### src/rtl/au_log2_frac_seq.sv
// Sequential log2: floor(log2(a)) by leading-one detect, FRAC fraction bits by repeated mantissa squaring.
// Result FRAC+2 cycles after accept (2 for a==0); one op in flight, in_ready low until the result is taken.
module au_log2_frac_seq #(
   parameter  int WIDTH = 8,
   parameter  int FRAC  = 4,
   localparam int IW    = ($clog2(WIDTH) > 1) ? $clog2(WIDTH) : 1
) (
   input  logic             clk,
   input  logic             rst,
   input  logic             in_valid,
   output logic             in_ready,
   input  logic [WIDTH-1:0] a,
   output logic             out_valid,
   input  logic             out_ready,
   output logic [IW-1:0]    z_int,
   output logic [FRAC-1:0]  z_frac,
   output logic             zero
);

   localparam int CW = ($clog2(FRAC) > 1) ? $clog2(FRAC) : 1;

   typedef enum logic [1:0] {
      S_IDLE,
      S_NORM,
      S_ITER,
      S_DONE
   } state_t;

   state_t             state;
   state_t             state_nxt;
   logic [WIDTH-1:0]   a_q;
   logic [WIDTH-1:0]   m_q;
   logic [CW-1:0]      cnt;
   logic [IW-1:0]      lead_pos;
   logic [WIDTH-1:0]   m_norm;
   logic [2*WIDTH-1:0] sq;
   logic               frac_bit;
   logic [WIDTH-1:0]   m_sq;
   logic               unused_sq_lsb;

   // Highest set bit wins; mantissa is left-aligned so its MSB carries weight 1.0
   always_comb begin
      lead_pos = '0;
      m_norm   = a_q;
      for (int i = 0; i < WIDTH; i++) begin
         if (a_q[i]) begin
            lead_pos = IW'(i);
            m_norm   = a_q << (WIDTH - 1 - i);
         end
      end
   end

   // m in [1,2) so m*m in [1,4): top bit set means the square reached 2, renormalise by one more shift
   always_comb begin
      sq       = (2*WIDTH)'(m_q) * (2*WIDTH)'(m_q);
      frac_bit = sq[2*WIDTH-1];
      m_sq     = frac_bit ? sq[2*WIDTH-1:WIDTH] : sq[2*WIDTH-2:WIDTH-1];
   end

   assign unused_sq_lsb = ^sq[WIDTH-2:0];

   always_comb begin
      state_nxt = state;
      in_ready  = 1'b0;
      out_valid = 1'b0;
      case (state)
         S_IDLE: begin
            in_ready = 1'b1;
            if (in_valid) state_nxt = S_NORM;
         end
         S_NORM: begin
            if (a_q == '0) state_nxt = S_DONE;
            else           state_nxt = S_ITER;
         end
         S_ITER: begin
            if (cnt == CW'(FRAC - 1)) state_nxt = S_DONE;
         end
         S_DONE: begin
            out_valid = 1'b1;
            if (out_ready) state_nxt = S_IDLE;
         end
         default: state_nxt = S_IDLE;
      endcase
   end

   always_ff @(posedge clk) begin
      if (rst) begin
         state  <= S_IDLE;
         a_q    <= '0;
         m_q    <= '0;
         cnt    <= '0;
         z_int  <= '0;
         z_frac <= '0;
         zero   <= 1'b0;
      end else begin
         state <= state_nxt;
         case (state)
            S_IDLE: begin
               if (in_valid) a_q <= a;
            end
            S_NORM: begin
               z_int  <= lead_pos;
               m_q    <= m_norm;
               cnt    <= '0;
               z_frac <= '0;
               zero   <= (a_q == '0);
            end
            S_ITER: begin
               m_q    <= m_sq;
               z_frac <= FRAC'({z_frac, frac_bit});
               cnt    <= cnt + CW'(1);
            end
            default: ;
         endcase
      end
   end

endmodule
### config.mk
export PLATFORM = sky130hd
export DESIGN_NAME = au_log2_frac_seq
export DESIGN_NICKNAME = d
export VERILOG_FILES = /design/src/rtl/au_log2_frac_seq.sv
export SDC_FILE = /design/constraint.sdc
export NUM_CORES = 1
export LEC_CHECK = 0
export BUFFER_PORTS_ARGS = -buffer_cell sky130_fd_sc_hd__clkbuf_2
export CAP_MARGIN = 10
export CORE_MARGIN = 4
export CORE_UTILIZATION = 65
export CTS_BUF_LIST = sky130_fd_sc_hd__clkbuf_8
export CTS_CLUSTER_SIZE = 10
export DETAILED_ROUTE_END_ITERATION = 12
export PLACE_DENSITY = 0.85
export SYNTH_ARGS = -nofsm -noshare
export SYNTH_HDL_FRONTEND = slang
export SYNTH_SLANG_ARGS = --single-unit
### constraint.sdc
create_clock -name clk -period 9.45 [get_ports clk]
set_input_delay 0.4725 -clock clk [delete_from_list [all_inputs] [get_ports clk]]
set_output_delay 0.4725 -clock clk [all_outputs]
set_load 0.05 [all_outputs]
=== Word-level counts from Yosys, hierarchy flattened ===
Index checks and enable logic that the tools add are counted.
W data, S select, Z words.

* Add/subtract/negate cells: 1
* $mul: 1
* Div/mod/pow operators: 0
* Order comparisons: 0
* Eq/ne operators: 7
* Shift operators: 0
* Multiplexer cells: 26
* Bitwise operators: 0
* Reductions and logical operators: 5

{| class="wikitable"
|+ Operator list
! kind !! number
|-
| $mux W8 || 9
|-
| $mul A8 B8 Y16 || 1
|-
| $pmux W8 S2 || 1
|-
| $mux W3 || 4
|-
| $mux W2 || 5
|-
| $logic_not A8 Y1 || 1
|-
| $pmux W2 S4 || 1
|-
| $pmux W4 S2 || 1
|-
| $eq A2 B2 Y1 const B || 3
|-
| $ne A2 B2 Y1 const B || 3
|-
| $mux W1 || 4
|-
| $pmux W2 S2 || 1
|-
| $reduce_and A3 Y1 || 1
|-
| $add A2 B1 Y2 const B || 1
|-
| $eq A2 B1 Y1 const B || 1
|-
| $logic_not A2 Y1 || 1
|-
| $reduce_and A2 Y1 || 1
|-
| $reduce_bool A2 Y1 || 1
|}

* Register bits: 28
* Latch bits: 0
* Memory bits (writable): 0
* Memory bits (read-only): 0
* Input bits: 12
* Output and inout port bits: 10
* Word-level logic and storage cells: 47
* Memories kept: 0

=== Depth between registers and ports, before layout ===
* Depth in word-level cells: 9
* Mapped depth: 18

=== Worst setup path before layout ===
Ideal clock, no wire load.

* Path kind: reg2reg
* From: register m_q[2]
* To: register m_q[3]
* Arrival: 4.580 ns
* Required time: 9.338 ns
* Slack: 4.758 ns
* Stages on the path, launching flop included: 18
* Clock period less this slack: 4.692 ns
* Path through: dfxtp_1 > clkbuf_1 > nand2_1 > fa_1 > inv_1 > fa_1 > fa_1 > inv_1 > fa_1 > inv_1 > ha_1 > buf_4 > and3_1 > o221ai_2 > o2111a_2 > o211ai_4 > mux2i_1 > a2111oi_1

* Longest elaborated chain between the ends: 3

{| class="wikitable"
|+ Ends and longest elaborated chain
! item !! RTL line !! source
|-
| from (decl) || 32 || <nowiki>logic [WIDTH-1:0] m_q;</nowiki>
|-
| from (signal assigned) || 103 || <nowiki>m_q <= m_norm;</nowiki>
|-
| from (signal assigned) || 109 || <nowiki>m_q <= m_sq;</nowiki>
|-
| $mul A8 B8 Y16 || 55 || <nowiki>sq = (2*WIDTH)'(m_q) * (2*WIDTH)'(m_q);</nowiki>
|-
| $mux W8 || 57 || <nowiki>m_sq = frac_bit ? sq[2*WIDTH-1:WIDTH] : sq[2*WIDTH-2:WIDTH-1];</nowiki>
|-
| $pmux W8 S2 || 97 || <nowiki>case (state)</nowiki>
|}

No other way between the ends.
A chain may end at the register's enable or synchronous reset.

=== Worst setup path after layout ===
* From: register m_q[5]
* To: register m_q[3]

Same word-level chain as after synthesis.

==> impl_results.md <==
* Status: completed
* DRT Pass-1 Iters at 5
* ANT cells at 0
* Yosys top cell area share at 16.7%
* I/O pin count at 22
* Worst-Margin Slew at 628 ps
* Hold Path Stages at 3
* Crit Reg-Reg Startpoint: m_q[5]
* Initial antenna violation count at 0
* Initial DRC count at 191
* WP depth at 15
* Largest net degree at the start of global routing at 30
* Depth of the most critical reg-to-reg path at 15
* CTS root buf: clkbuf_8
* H-tree depth at 1
* Critical-path top delay cell: fa_1
* Critical path arrival at 5260 ps
* Crit end category: flop
* Total die area at 6380 sq um
* Post-CTS Setup Repair Bufs at 0
* Latest clock arrival within the worst-skew pair at 280 ps
* Hold Fails Final Rpt at 0
* TritonCTS buffer count at 3
* Commonest non-fill, non-tap cell in the layout: inv_1
* Final Instance Area at 3470 sq um
* First-pass GRT wire length at 12.8 mm
* Vias in the first global route at 2746
* Period utilisation layout at 53.9%
* Area grow syn2layout at 3.43%
* Post-DR vias/cell at 5.91
* WS Path Type: reg2reg
* Syn Std Cell Area at 3360 sq um
* Share of post-route cells with drive strength above 1 at 9.03%
* Resized cells post-CTS at 0
* Register area share after synthesis at 16.7%
* Clock Path Buffers at 2
* Number of I/O port buffers at 21
* Post-Syn Instances at 421
* Most frequent cells in the layout: inv_1, nand2_1, nor2_1, ha_1, a21oi_1
* DP Wirelength at 5.74 mm
* Number of synthesized flops with an enable pin at 0
* Max_cap viols at 0
* Clock transition at the registers of the reported paths at 100 ps
* Highest Clock Rate at 196 MHz
* CP cell instances: inv_1 -> nor2_1 -> fa_1 -> fa_1 -> fa_1 -> inv_1 -> fa_1 -> inv_1 -> ha_1 -> and3_1 -> o221ai_2 -> o2111a_2 -> o211ai_4 -> mux2i_1 -> a2111oi_1
* CP bufs+invs at 3
* Detail Route Antenna Nets at 0
* Synth Flop Type: dfxtp_1
* Nets at 492
* Cell family with most CP delay: adder cells
* Period minus WS final at 5100 ps
* Synthesis warning total at 0
* Syn Area/Cell at 7.97 sq um
* Hold endpoint: a_q[4]
* Endpoints failing setup at 0
* Req. time, crit path at 9610 ps
* Post-route insts no fill at 488
* Setup TNS at 0 ps
* Final Wtd Congestion at 0.914
* Hold Crit Class: in2reg
* TritonCTS Sinks at 28
* Core area at 4850 sq um
* Asr flop ratio synth at 0%
* Worst reg2reg endpoint: m_q[3]
* Rows at 25
* Netlist cell types at 62
* Hold-fix buffers, CTS at 0
* Critical path's largest stage delay at 550 ps
* Wirelength per Cell at 15.0 um
* Setup crit start kind: flop
* Worst rel slew slack at 58.2%
* Worst slack at placement at 4420 ps
* Synth top area cells: dfxtp_1, fa_1, ha_1, inv_1, a21oi_1
* Die width at 79.9 um
* Mapped Nets at 491
* Seq cells post-synth at 28
* Min-Delay Startpoint: a[4]
* Die Y at 79.9 um
* RSZ-0062 raised after global routing: false
* Overflow after GRT at 0
* CTS tree: yes
* Placed cells at 484
* Post-route setup slack at 4350 ps
* Final wirelength at 7.30 mm
* Crit path top cell by count: fa_1
* Gr usage total at 24.7%
* Power per cell area at 202 nW/um^2
* Peak supply drop at 0.000119 V
* Final slew viol count at 0
* Pleak at 0.00165 uW
* Initial core utilization at 69.2%
* DRC errors left at 0
* Crit path max fanout at 10
* Via count at 2886
* Clk_skew at 3.68 ps
* Dominant cell type by area after synthesis: dfxtp_1
* R2r setup slk at 4350 ps
* Post-DP Area at 3420 sq um
through the flow:
stage | util (%) | hold slack (ps) | total power, uW
final | 71.6 | 415 | 700
after CTS | 71.6 | 417 | 695
after detailed placement | 70.5 | 452 | 615
after global routing | 71.6 | 422 | 766
after global placement | 70.5 | 448 | 604
after floorplan | - | 459 | 541
area by class of cell:
cell class                      count  area [sq um]
Clock buffer                        4          55.1
Fill cell                         403          1380
Inverter                           59           221
Multi-Input combinational cell    309          2440
Sequential cell                    28           561
Tap cell                           67          83.8
Timing Repair Buffer               21           105
routing by layer:
layer	vias up	GRT usage (%)	wire, um
met5	-	0	0
met1	1338	35.5	3350
met3	11	4.18	477
met4	0	4.73	87
met2	105	39.2	3380
li1	1432	-	-
registers in the layout, summed over array words and instances, names as in the netlist:
register  flops
zero          1
state         2
cnt           2
m_q           8
z_int         3
a_q           8
z_frac        4
report_power, final:
part	switching, uW	internal, uW	total, uW
sequential	43.7	145	189
clock	37.9	37.3	75.3
combinational	280	156	436
logic make-up after synthesis:
kind of cell / Yosys count / share of synthesized area (%)
and+or+nand+nor: 133 / 19.5
AOI/OAI and AO/OA: 101 / 21.6
buffers and inverters: 84 / 10.4
adders and majority gates: 58 / 27.0
DFF: 28 / 16.7
muxes: 9 / 2.68
xor gates and xnor gates: 8 / 2.09
tightest hold or removal path, delay by kind of cell:
kind | cells | cell delay, ps
buf+inv | 1 | 80
simple gates | 1 | 50
compound gates | 1 | 50
cell usage after synthesis (2+ instances only):
library cell / count
inv_1: 59
nand2_1: 36
nor2_1: 35
ha_1: 34
a21oi_1: 33
dfxtp_1: 28
fa_1: 24
clkbuf_1: 19
and2_1: 18
nand3_1: 16
o21ai_0: 14
a211oi_1: 10
mux2i_1: 9
o211ai_1: 8
xnor2_1: 7
nor2b_1: 6
nand2b_1: 5
and3_1: 3
a2111oi_2: 2
a21boi_0: 2
a21o_1: 2
a311o_1: 2
a31oi_1: 2
buf_4: 2
clkbuf_8: 2
nand4b_1: 2
nor4_1: 2
o21a_1: 2
o221ai_1: 2
o22ai_1: 2
or2b_2: 2
how the worst max path moves through the flow:
stage,from,to,slack [ps]
3_5_place_dp,m_q[5],m_q[3],4420
5_1_grt,m_q[5],m_q[4],4150
4_1_cts,m_q[5],m_q[3],4380
3_3_place_gp,m_q[2],m_q[3],4600
6_report,m_q[5],m_q[3],4350
2_1_floorplan,m_q[2],m_q[3],4760
No activity file was read; power rests on OpenSTA's default activity.
